<file path="config.mk">
export PLATFORM = sky130hd
export DESIGN_NAME = lab2_proc_fetch_buffer_flat
export DESIGN_NICKNAME = d
export VERILOG_FILES = /design/src/rtl/lab2_proc_fetch_buffer_pkg.sv /design/src/rtl/lab2_proc_fetch_buffer_if.sv /design/src/rtl/lab2_proc_fetch_buffer_queue.sv /design/src/rtl/lab2_proc_fetch_buffer.sv /design/src/flat_wrapper.sv
export SDC_FILE = /design/constraint.sdc
export NUM_CORES = 1
export LEC_CHECK = 0
export CAP_MARGIN = 5
export CORE_ASPECT_RATIO = 1.75
export CORE_MARGIN = 10
export CORE_UTILIZATION = 30
export CTS_CLUSTER_SIZE = 16
export DETAILED_ROUTE_END_ITERATION = 10
export GPL_ROUTABILITY_DRIVEN = 0
export GPL_TIMING_DRIVEN = 1
export PLACE_DENSITY = 0.53
export SYNTH_ARGS = -nofsm -noshare
export SYNTH_HDL_FRONTEND = slang
export SYNTH_SLANG_ARGS = --single-unit
</file>
<file path="constraint.sdc">
create_clock -name clk -period 3.4 [get_ports clk]
set_clock_uncertainty 0.05 [all_clocks]
set_input_delay 0.34 -clock clk [delete_from_list [all_inputs] [get_ports clk]]
set_output_delay 0.34 -clock clk [all_outputs]
set_load 0.1 [all_outputs]
</file>
<file path="src/rtl/lab2_proc_fetch_buffer_pkg.sv">
// Shared definitions for the fetch buffer: default sizes and width helpers.
// Latency: n/a (definitions only).
// Backpressure: n/a (definitions only).
package lab2_proc_fetch_buffer_pkg;

  localparam int unsigned DFLT_NUM_ENTRIES  = 2;
  localparam int unsigned DFLT_MAX_INFLIGHT = 4;
  localparam int unsigned DFLT_DATA_NBITS   = 32;

  // Bits needed to hold a counter that ranges 0..max_val inclusive.
  function automatic int unsigned cnt_nbits(input int unsigned max_val);
    return (max_val < 1) ? 1 : $clog2(max_val + 1);
  endfunction

  // Bits needed to index num_entries slots (at least one bit).
  function automatic int unsigned ptr_nbits(input int unsigned num_entries);
    return (num_entries <= 1) ? 1 : $clog2(num_entries);
  endfunction

endpackage

</file>
<file path="src/rtl/lab2_proc_fetch_buffer_if.sv">
// Bundle of the fetch, imem request/response, squash and D-stage handshakes.
// Latency: wires only.
// Backpressure: each val has a matching rdy; squash has none.
interface lab2_proc_fetch_buffer_if
  import lab2_proc_fetch_buffer_pkg::*;
#(
  parameter int unsigned p_data_nbits = DFLT_DATA_NBITS
);

  logic                    fetch_val;
  logic                    fetch_rdy;
  logic                    imemreq_val;
  logic                    imemreq_rdy;
  logic                    imemresp_val;
  logic                    imemresp_rdy;
  logic [p_data_nbits-1:0] imemresp_data;
  logic                    squash;
  logic                    inst_val;
  logic                    inst_rdy;
  logic [p_data_nbits-1:0] inst_data;

  // Buffer side.
  modport master (
    input  fetch_val, imemreq_rdy, imemresp_val, imemresp_data, squash, inst_rdy,
    output fetch_rdy, imemreq_val, imemresp_rdy, inst_val, inst_data
  );

  // Surrounding pipeline / memory side.
  modport slave (
    output fetch_val, imemreq_rdy, imemresp_val, imemresp_data, squash, inst_rdy,
    input  fetch_rdy, imemreq_val, imemresp_rdy, inst_val, inst_data
  );

endinterface

</file>
<file path="src/rtl/lab2_proc_fetch_buffer_queue.sv">
// Circular in-order response queue with enqueue, dequeue and flush.
// Latency: an enqueued word is visible at the head the cycle after its enqueue edge.
// Backpressure: caller gates enq on space (enq+deq when full is legal); flush beats enq.
module lab2_proc_fetch_buffer_queue
  import lab2_proc_fetch_buffer_pkg::*;
#(
  parameter int unsigned p_num_entries = DFLT_NUM_ENTRIES,
  parameter int unsigned p_data_nbits  = DFLT_DATA_NBITS
) (
  input  logic                                  clk,
  input  logic                                  reset,
  input  logic                                  enq_val,
  input  logic [p_data_nbits-1:0]               enq_data,
  input  logic                                  deq_val,
  input  logic                                  flush,
  output logic [cnt_nbits(p_num_entries)-1:0]   count,
  output logic [p_data_nbits-1:0]               deq_data
);

  localparam int unsigned PW = ptr_nbits(p_num_entries);
  localparam int unsigned CW = cnt_nbits(p_num_entries);

  logic [p_data_nbits-1:0] mem [p_num_entries];
  logic [PW-1:0]           rd_ptr;
  logic [PW-1:0]           wr_ptr;

  // Pointers wrap at the entry count, which need not be a power of two.
  function automatic logic [PW-1:0] ptr_inc(input logic [PW-1:0] p);
    return (p == PW'(p_num_entries - 1)) ? '0 : p + PW'(1);
  endfunction

  assign deq_data = mem[rd_ptr];

  // Pointer and occupancy bookkeeping; a flush realigns the read pointer onto the write pointer.
  always_ff @(posedge clk or negedge reset) begin
    if (!reset) begin
      rd_ptr <= '0;
      wr_ptr <= '0;
      count  <= '0;
    end else if (flush) begin
      rd_ptr <= wr_ptr;
      count  <= '0;
    end else begin
      if (enq_val) wr_ptr <= ptr_inc(wr_ptr);
      if (deq_val) rd_ptr <= ptr_inc(rd_ptr);
      count <= count + CW'(enq_val) - CW'(deq_val);
    end
  end

  // Storage needs no reset: nothing reads a slot before it has been written.
  always_ff @(posedge clk) begin
    if (enq_val && !flush) mem[wr_ptr] <= enq_data;
  end

endmodule

</file>
<file path="src/rtl/lab2_proc_fetch_buffer.sv">
// Fetch buffer: issues imem requests under an in-flight budget, queues responses, drops squashed ones.
// Latency: a response accepted on one edge is presented to D on the next cycle; no bypass.
// Backpressure: fetch_rdy throttles on imem ready, in-flight budget and live-slot budget; squash kills D output.
module lab2_proc_fetch_buffer
  import lab2_proc_fetch_buffer_pkg::*;
#(
  parameter int unsigned p_num_entries  = DFLT_NUM_ENTRIES,
  parameter int unsigned p_max_inflight = DFLT_MAX_INFLIGHT,
  parameter int unsigned p_data_nbits   = DFLT_DATA_NBITS
) (
  input  logic                     clk,
  input  logic                     reset,
  lab2_proc_fetch_buffer_if.master bus
);

  localparam int unsigned IW = cnt_nbits(p_max_inflight);
  localparam int unsigned QW = cnt_nbits(p_num_entries);
  localparam int unsigned LW = cnt_nbits(p_max_inflight + p_num_entries);

  logic [IW-1:0]           inflight;
  logic [IW-1:0]           drop_cnt;
  logic [QW-1:0]           count;
  logic [LW-1:0]           live;
  logic [p_data_nbits-1:0] head_data;
  logic                    fetch_rdy;
  logic                    req_fire;
  logic                    resp_rdy;
  logic                    resp_fire;
  logic                    inst_val;
  logic                    deq;
  logic                    enq;

  // Live fetches are those whose instruction will still reach D: undropped in-flight plus queued.
  assign live      = LW'(inflight) - LW'(drop_cnt) + LW'(count);
  assign fetch_rdy = reset & bus.imemreq_rdy
                   & (inflight < IW'(p_max_inflight))
                   & (live < LW'(p_num_entries));
  assign req_fire  = bus.fetch_val & fetch_rdy;

  // Responses due for dropping, or arriving during a squash, never need queue space.
  assign resp_rdy  = (drop_cnt != '0) | bus.squash | (count < QW'(p_num_entries));
  assign resp_fire = bus.imemresp_val & resp_rdy;
  assign enq       = resp_fire & (drop_cnt == '0) & ~bus.squash;

  assign inst_val  = (count != '0) & ~bus.squash;
  assign deq       = inst_val & bus.inst_rdy;

  assign bus.fetch_rdy    = fetch_rdy;
  assign bus.imemreq_val  = req_fire;
  assign bus.imemresp_rdy = resp_rdy;
  assign bus.inst_val     = inst_val;
  assign bus.inst_data    = head_data;

  lab2_proc_fetch_buffer_queue #(
    .p_num_entries (p_num_entries),
    .p_data_nbits  (p_data_nbits)
  ) queue (
    .clk      (clk),
    .reset    (reset),
    .enq_val  (enq),
    .enq_data (bus.imemresp_data),
    .deq_val  (deq),
    .flush    (bus.squash),
    .count    (count),
    .deq_data (head_data)
  );

  // Track outstanding requests and how many of the oldest ones belong to squashed fetches.
  always_ff @(posedge clk or negedge reset) begin
    if (!reset) begin
      inflight <= '0;
      drop_cnt <= '0;
    end else begin
      inflight <= inflight + IW'(req_fire) - IW'(resp_fire);
      if (bus.squash) begin
        // Everything older than this cycle is dead; a request issued now is not.
        drop_cnt <= inflight - IW'(resp_fire);
      end else if (resp_fire && (drop_cnt != '0)) begin
        drop_cnt <= drop_cnt - IW'(1);
      end
    end
  end

  // A response with nothing outstanding is a memory-side protocol error.
  always_ff @(posedge clk) begin
    if (reset && resp_fire) assert (inflight != '0);
  end

endmodule
</file>
<file path="src/flat_wrapper.sv">
// flat-port wrapper written by rule: the top's interface ports become plain ports
module lab2_proc_fetch_buffer_flat import lab2_proc_fetch_buffer_pkg::*;
#(
  parameter int unsigned p_num_entries  = DFLT_NUM_ENTRIES,
  parameter int unsigned p_max_inflight = DFLT_MAX_INFLIGHT,
  parameter int unsigned p_data_nbits   = DFLT_DATA_NBITS
)
  (clk, reset, bus_fetch_val, bus_imemreq_rdy, bus_imemresp_val, bus_imemresp_data, bus_squash, bus_inst_rdy, bus_fetch_rdy, bus_imemreq_val, bus_imemresp_rdy, bus_inst_val, bus_inst_data);
  lab2_proc_fetch_buffer_if #(.p_data_nbits(p_data_nbits)) bus_i ();
  input  logic clk;
  input  logic reset;
  input wire logic [$bits(bus_i.fetch_val)-1:0] bus_fetch_val;
  input wire logic [$bits(bus_i.imemreq_rdy)-1:0] bus_imemreq_rdy;
  input wire logic [$bits(bus_i.imemresp_val)-1:0] bus_imemresp_val;
  input wire logic [$bits(bus_i.imemresp_data)-1:0] bus_imemresp_data;
  input wire logic [$bits(bus_i.squash)-1:0] bus_squash;
  input wire logic [$bits(bus_i.inst_rdy)-1:0] bus_inst_rdy;
  output wire logic [$bits(bus_i.fetch_rdy)-1:0] bus_fetch_rdy;
  output wire logic [$bits(bus_i.imemreq_val)-1:0] bus_imemreq_val;
  output wire logic [$bits(bus_i.imemresp_rdy)-1:0] bus_imemresp_rdy;
  output wire logic [$bits(bus_i.inst_val)-1:0] bus_inst_val;
  output wire logic [$bits(bus_i.inst_data)-1:0] bus_inst_data;
  assign bus_i.fetch_val = bus_fetch_val;
  assign bus_i.imemreq_rdy = bus_imemreq_rdy;
  assign bus_i.imemresp_val = bus_imemresp_val;
  assign bus_i.imemresp_data = bus_imemresp_data;
  assign bus_i.squash = bus_squash;
  assign bus_i.inst_rdy = bus_inst_rdy;
  assign bus_fetch_rdy = bus_i.fetch_rdy;
  assign bus_imemreq_val = bus_i.imemreq_val;
  assign bus_imemresp_rdy = bus_i.imemresp_rdy;
  assign bus_inst_val = bus_i.inst_val;
  assign bus_inst_data = bus_i.inst_data;
  lab2_proc_fetch_buffer #(.p_num_entries(p_num_entries), .p_max_inflight(p_max_inflight), .p_data_nbits(p_data_nbits)) u_core (.clk(clk), .reset(reset), .bus(bus_i));
endmodule
</file>
== Yosys cells after proc, flatten, opt, wreduce, memory -nomap -nowiden ==
Memory sizes are Yosys's and may differ from the RTL's.
Index checks and enable logic that the tools add are counted.

* Flip-flop bits (word level): 10
* RAM bits: 64
* Input port bits: 39
* Memories kept: 1

* Add/subtract/negate cells: 10
* $lt $le $gt $ge: 3
* Muxes and demuxes: 9
* Bitwise logic cells: 12
* Reduce and logical (&&, ||, !) cells: 9

{| class="wikitable"
|+ Memories
! name !! depth !! bits a word !! rd ports !! clocked after Yosys merged registers in !! write ports !! line !! text
|-
| u_core.queue.mem || 2 || 32 || 1 || 0 || 1 || lab2_proc_fetch_buffer_queue.sv:23 || <nowiki>logic [p_data_nbits-1:0] mem [p_num_entries];</nowiki>
|}

{| class="wikitable"
|+ Operator list
! operator !! number
|-
| AND 1 bit || 9
|-
| 2-to-1 mux 1 bit || 6
|-
| 2-to-1 mux 3 bit || 2
|-
| nonzero test 2 bit || 3
|-
| subtractor 3 x 1 -> 3 bit || 2
|-
| adder 3 x 1 -> 3 bit || 1
|-
| adder 3 x 2 -> 3 bit || 1
|-
| zero test 3 bit || 1
|-
| less-than comparator 3 x 2 -> 1 bit (second input constant) || 1
|-
| less-than comparator 3 bit (second input constant) || 1
|-
| nonzero test 3 bit || 1
|-
| subtractor 3 x 1 -> 3 bit (second input constant) || 1
|-
| subtractor 3 bit || 1
|-
| adder 1 bit (second input constant) || 2
|-
| adder 2 x 1 -> 2 bit || 1
|-
| logical AND 1 bit || 2
|-
| less-than comparator 2 bit (second input constant) || 1
|-
| 2-to-1 mux 2 bit || 1
|-
| bitwise OR 1 bit || 2
|-
| AND reduction 2 bit || 1
|-
| subtractor 2 x 1 -> 2 bit || 1
|-
| zero test 1 bit || 1
|-
| inverter 1 bit || 1
|}

== Longest topological paths before layout ==
* Word-level depth: 9
* Gate-level depth with buffers: 13
* Gate-level depth less buffers: 13

== By module ==
From an unflattened synthesis, not the netlist that was laid out.

* Cells, all modules: 170
* Area total of the unflattened synthesis: 3196.8 um2

{| class="wikitable"
|+ Modules (own cells, without submodules)
! module !! instances !! cells each !! area each (um2) !! sequential area each (um2)
|-
| lab2_proc_fetch_buffer_queue || 1 || 119 || 2671.3 || 2021.9
|-
| lab2_proc_fetch_buffer || 1 || 51 || 525.5 || 150.1
|}

== Worst setup path after synthesis ==
No wires, ideal clock.

* Path kind: reg-to-reg
* Start point: register u_core.queue.count[1]
* End point: register u_core.inflight[2]
* Library setup time: 0.126 ns
* Data arrival time: 3.702 ns
* Required time: 3.224 ns
* Path slack: -0.478 ns
* Cell stages (with the launch flop): 13
* Period minus slack after synthesis: 3.878 ns
* Cells stage by stage: dfrtp_1 > inv_1 > fa_1 > fa_1 > xnor3_1 > nor2_2 > nand2_1 > ha_1 > inv_1 > ha_1 > fa_1 > xnor2_1 > xnor2_1

* Longest elaborated chain between the ends: 6

{| class="wikitable"
|+ RTL lines
! element !! line !! text
|-
| from (decl) || lab2_proc_fetch_buffer_queue.sv:16 || <nowiki>output logic [cnt_nbits(p_num_entries)-1:0] count,</nowiki>
|-
| from (signal assigned) || lab2_proc_fetch_buffer_queue.sv:46 || <nowiki>count <= count + CW'(enq_val) - CW'(deq_val);</nowiki>
|-
| adder 3 x 2 -> 3 bit || lab2_proc_fetch_buffer.sv:34 || <nowiki>assign live = LW'(inflight) - LW'(drop_cnt) + LW'(count);</nowiki>
|-
| less-than comparator 3 x 2 -> 1 bit || lab2_proc_fetch_buffer.sv:37 || <nowiki>& (live < LW'(p_num_entries));</nowiki>
|-
| AND 1 bit || lab2_proc_fetch_buffer.sv:37 ||
|-
| named net bus_fetch_rdy || flat_wrapper.sv:18 || <nowiki>output wire logic [$bits(bus_i.fetch_rdy)-1:0] bus_fetch_rdy;</nowiki>
|-
| AND 1 bit || lab2_proc_fetch_buffer.sv:38 || <nowiki>assign req_fire = bus.fetch_val & fetch_rdy;</nowiki>
|-
| adder 3 x 1 -> 3 bit || lab2_proc_fetch_buffer.sv:74 || <nowiki>inflight <= inflight + IW'(req_fire) - IW'(resp_fire);</nowiki>
|-
| subtractor 3 x 1 -> 3 bit || lab2_proc_fetch_buffer.sv:74 ||
|-
| to (signal assigned) || lab2_proc_fetch_buffer.sv:74 ||
|-
| to (decl) || lab2_proc_fetch_buffer.sv:20 || <nowiki>logic [IW-1:0] inflight;</nowiki>
|}

The timed path passes the listed nets, and every way through them passes these cells.
A chain may end at the register's enable or synchronous reset.

== Worst setup path in the final report ==
* Start point: register u_core.queue.count[1]
* End point: register u_core.inflight[2]

* Longest elaborated chain between the ends: 6

{| class="wikitable"
|+ RTL lines
! element !! line
|-
| adder 3 x 2 -> 3 bit || lab2_proc_fetch_buffer.sv:34
|-
| less-than comparator 3 x 2 -> 1 bit || lab2_proc_fetch_buffer.sv:37
|-
| AND 1 bit || lab2_proc_fetch_buffer.sv:37
|-
| AND 1 bit || lab2_proc_fetch_buffer.sv:38
|-
| adder 3 x 1 -> 3 bit || lab2_proc_fetch_buffer.sv:74
|-
| subtractor 3 x 1 -> 3 bit * || lab2_proc_fetch_buffer.sv:74
|}

Mark *: on every way between the ends. The rest lies on a longest branch, timed or not.

==> summary.md <==
The tightest min-delay check is of the input port to async pin type. After layout, the worst path uses 91.78% of the clock period. Counting instances in the post-synthesis netlist gives the leading cell types as 64 x edfxtp_1, 32 x mux2_2, 11 x inv_1. The initial detailed-routing violation count is 30. The count of cells resized by post-cts repair was 0. At the later pin of the worst-skew pair, clock insertion delay measures 0.32 ns. The largest net degree at the start of global routing was 33.

After synthesis the cells add up to 0.003037 mm2. The run gives 0 as the count of final hold-check violations. The first detailed-routing pass ran for 4 iterations.

The logs give 42.39% for the share of the core filled with cells and 0.0003600 V for the peak supply drop. The critical path is of the flip-flop to flip-flop type. The via count of the first global-routing pass came out at 1878. TritonCTS built the clock tree.

Dividing the detail-routed wire length by the instance count gives 17.00 um. The synthesized design contains 74 register bits. For this configuration, the core starts out at a cell density of 30.64%. Of all cell types, the one taking the most synthesized area is edfxtp_1. Hold timing on the final database bottoms out at a slack of 0.3032 ns. The floorplan die area was 0.01471 mm2. The run gives 0 as the number of antenna violations at the first check in global routing.

The number of failing setup endpoints in the final timing report was 0. After detailed routing, the number of remaining DRC violations is 0. For this run, the post-layout net count is 309. Number of buffers inserted to repair setup after CTS: 0. The synthesized design contains 64 enable-type register cells.

Clock tree synthesis found a total of 74 sinks. Of the post-synthesis cell area, the part taken by muxes is 11.87%. Once layout is complete, the cells apart from fillers number 388. Net switching is 39.85% of the power. The first global-routing pass estimated 10020 um of wire. Each instance of the synthesized netlist takes up on average 17.55 um2. For the count of antenna-violating nets left after detailed routing, the log shows 0. Area overhead of the layout relative to synthesis: 38.32%. The run gives 1705 as the overall via count from detail_route. The flow ran to the end, and the final reports show no timing, DRC or antenna violations. The repair_antennas step left the layout with diodes totalling 0. For this run, the top clock speed supported by timing is 320.5 MHz. The core region is 0.009910 mm2. Per report_power, the clock group accounts for 27.0% of the total.

In the final layout, the share of cells above drive strength 1 is 36.12%. After clock tree synthesis, the flow added hold-fix buffers numbering 0. The wire-length estimate of the detail-placed layout is 4752 um. Dividing total power by cell area gives a power density of 853.9 mW/mm2. For the max capacitance violation total, the log shows 0. STA puts the critical path data arrival time at 3.27 ns.

In this run the tightest slew margin relative to its limit is 68.77%. In this run, distinct cell masters in the synthesized netlist total 31. Of all flip-flops after synthesis, the portion carrying an async set or reset was 13.51%. Number of max-slew violations in the final report: 0. In the post-synthesis netlist, the biggest area contributors are edfxtp_1 63%, mux2_2 12%, dfrtp_1 8.2%. After routing, the total negative slack on setup checks comes to 0 ns. The required arrival time at the worst endpoint was 3.55 ns. The startpoint of the lowest-slack register-to-register path is u_core.queue.count[1]. The overall power consumption was 3.587 mW; the number of core rows was 48.

The end of the worst register-to-register path is u_core.inflight[2]. The count of buffers from port buffering works out to 74. Summed over all nets, the switching power comes to 1.429 mW. The number of nets in the synthesized netlist is 224.

Clock transition at the registers of the reported paths: 0.06 ns. Internal power comes to 2.157 mW. Of the total synthesized cell area, the portion taken by XOR and XNOR cells is 2.472%. After synthesis, the largest family of logic cells by area is multiplexers. Counting I/O delays and the setup requirement, the final critical path takes 3.120 ns.

The part of the total power dissipated in sequential elements is 31.6%. Measured in cells, the most critical reg-to-reg path has a length of 12. Including well taps, the total number of placed cells is 372. The synthesized netlist devotes 5.686% of its cell area to adder and majority cells.

After synthesis, the largest area contributor takes up 63.29% of total cell area. The total wire length after detailed routing was 6595 um; the overall overflow remaining after global route was 0. The tools report the minimum setup slack among reg-to-reg paths as 0.28 ns. In this run, CTS created clock tree buffers numbering 9. In this run, the combinational gates consume 41.4% of the power. The most common flop cell mapped by yosys was edfxtp_1. Counting every instance in the synthesized netlist gives 173. The total leakage power is 1.568 nW, and the via density per instance is 4.394.

The die boundary width is 96.06 um, and the height of the die is 153.1 um. Yosys printed 0 warnings. For the pin with the worst max-slew slack, the measured transition is 0.4685 ns.

The cell sitting at the root of the clock tree is a clkbuf_16. Across every metal layer, demand over resource in global routing totals 9.211%. The most common cell in the netlist was edfxtp_1. The number of ports placed on the die boundary came out at 75. Setup repair after global routing left no endpoint under its margin. Of all nets on the critical path, the largest fanout is 5. The startpoint class of the critical path is a flip-flop. The H-tree depth reported by CTS was 3; the area fraction in compound gates after synthesis was 2.761%.

Sequential cells were found to cover 71.53% of the synthesized design area. The clock passes through at most 2 buffers. STA classifies the critical path endpoint as a flip-flop. Fraction of the mapped netlist area in simple logic gates: 3.543%.
-- sequential cells by signal, indices dropped and copies added (netlist names) --
name,flops
u_core.queue.mem,64
u_core.queue.rd_ptr,1
u_core.queue.wr_ptr,1
u_core.inflight,3
u_core.queue.count,2
u_core.drop_cnt,3
-- how the worst max path moves through the flow --
stage,from,endpoint,cells after the start
6_report,u_core.queue.count[1],u_core.inflight[2],12
2_1_floorplan,u_core.queue.count[1],u_core.inflight[2],12
3_5_place_dp,u_core.queue.count[1],u_core.inflight[2],12
3_3_place_gp,u_core.queue.count[1],u_core.inflight[2],12
4_1_cts,u_core.queue.count[1],u_core.inflight[2],12
5_1_grt,u_core.queue.count[1],u_core.inflight[2],12
-- power by group through the flow --
stage	sequential, mW	clock, mW	combinational (mW)
floorplan	1.12	0	1.21
global placement	1.15	0	1.50
detailed placement	1.15	0	1.52
CTS	1.13	1.00	1.52
global route	1.14	1.04	1.57
finish	1.13	0.968	1.49
-- layout by cell type (no fill, tap or decap), types with 3 or more instances in the layout --
| master | netlist | routed |
|---|---|---|
| clkbuf_16 | 0 | 9 |
| xnor2_1 | 5 | 4 |
| mux2_2 | 32 | 32 |
| nand2_1 | 3 | 3 |
| nand2b_1 | 3 | 3 |
| nor2_4 | 0 | 3 |
| a21oi_1 | 4 | 4 |
| buf_4 | 0 | 41 |
| inv_1 | 11 | 9 |
| edfxtp_1 | 64 | 64 |
| ha_1 | 9 | 8 |
| nor2_1 | 5 | 3 |
| clkdlybuf4s50_1 | 0 | 38 |
| dfrtp_1 | 10 | 10 |
-- routing by layer --
metal | global-route usage [%] | share of wire (%) | vias to the layer above
met4 | 3.670 | 1.0 | 0
met2 | 16.38 | 58 | 47
met1 | 8.817 | 34 | 839
met3 | 3.973 | 7.2 | 5
li1 | - | - | 814
met5 | 0 | 0 | -
-- final cells by class --
class,instances,area [um2]
multi-input combinational,83,832.0
sequential,74,2172
tap,125,156.4
fill,920,5709
clock inverter,6,81.33
inverter,11,41.29
timing repair buffer,79,688.2
clock buffer,10,229.0
-- critical path: stages (launching register included) --
cell and delay [ns]:
dfrtp_1 0.43, inv_2 0.07, fa_1 0.48, fa_1 0.51, nand4b_1 0.15, nor2_4 0.15, nand2_1 0.06, ha_1 0.27
inv_1 0.04, ha_2 0.17, fa_2 0.37, xnor2_2 0.14, xnor2_1 0.13
-- kinds of logic (layout without fill, tap and decap cells) --
family                   Yosys count  after routing
flip-flops                        74             74
multiplexers                      32             32
AND/OR/NAND/NOR                   20             20
buffers and inverters             16            106
adder cells (fa/ha/maj)           12             12
AO/OA/AOI/OAI                     12             12
XOR/XNOR                           7              7
-- metrics by stage --
stage	setup WS, ns	area (um2)
2_1_floorplan	-0.06319	3054
3_3_place_gp	0.3224	3890
3_5_place_dp	0.2469	3890
4_1_cts	0.2432	4200
5_1_grt	0.1244	4200
6_report	0.2796	4200
(Power assumes the default switching activity.)
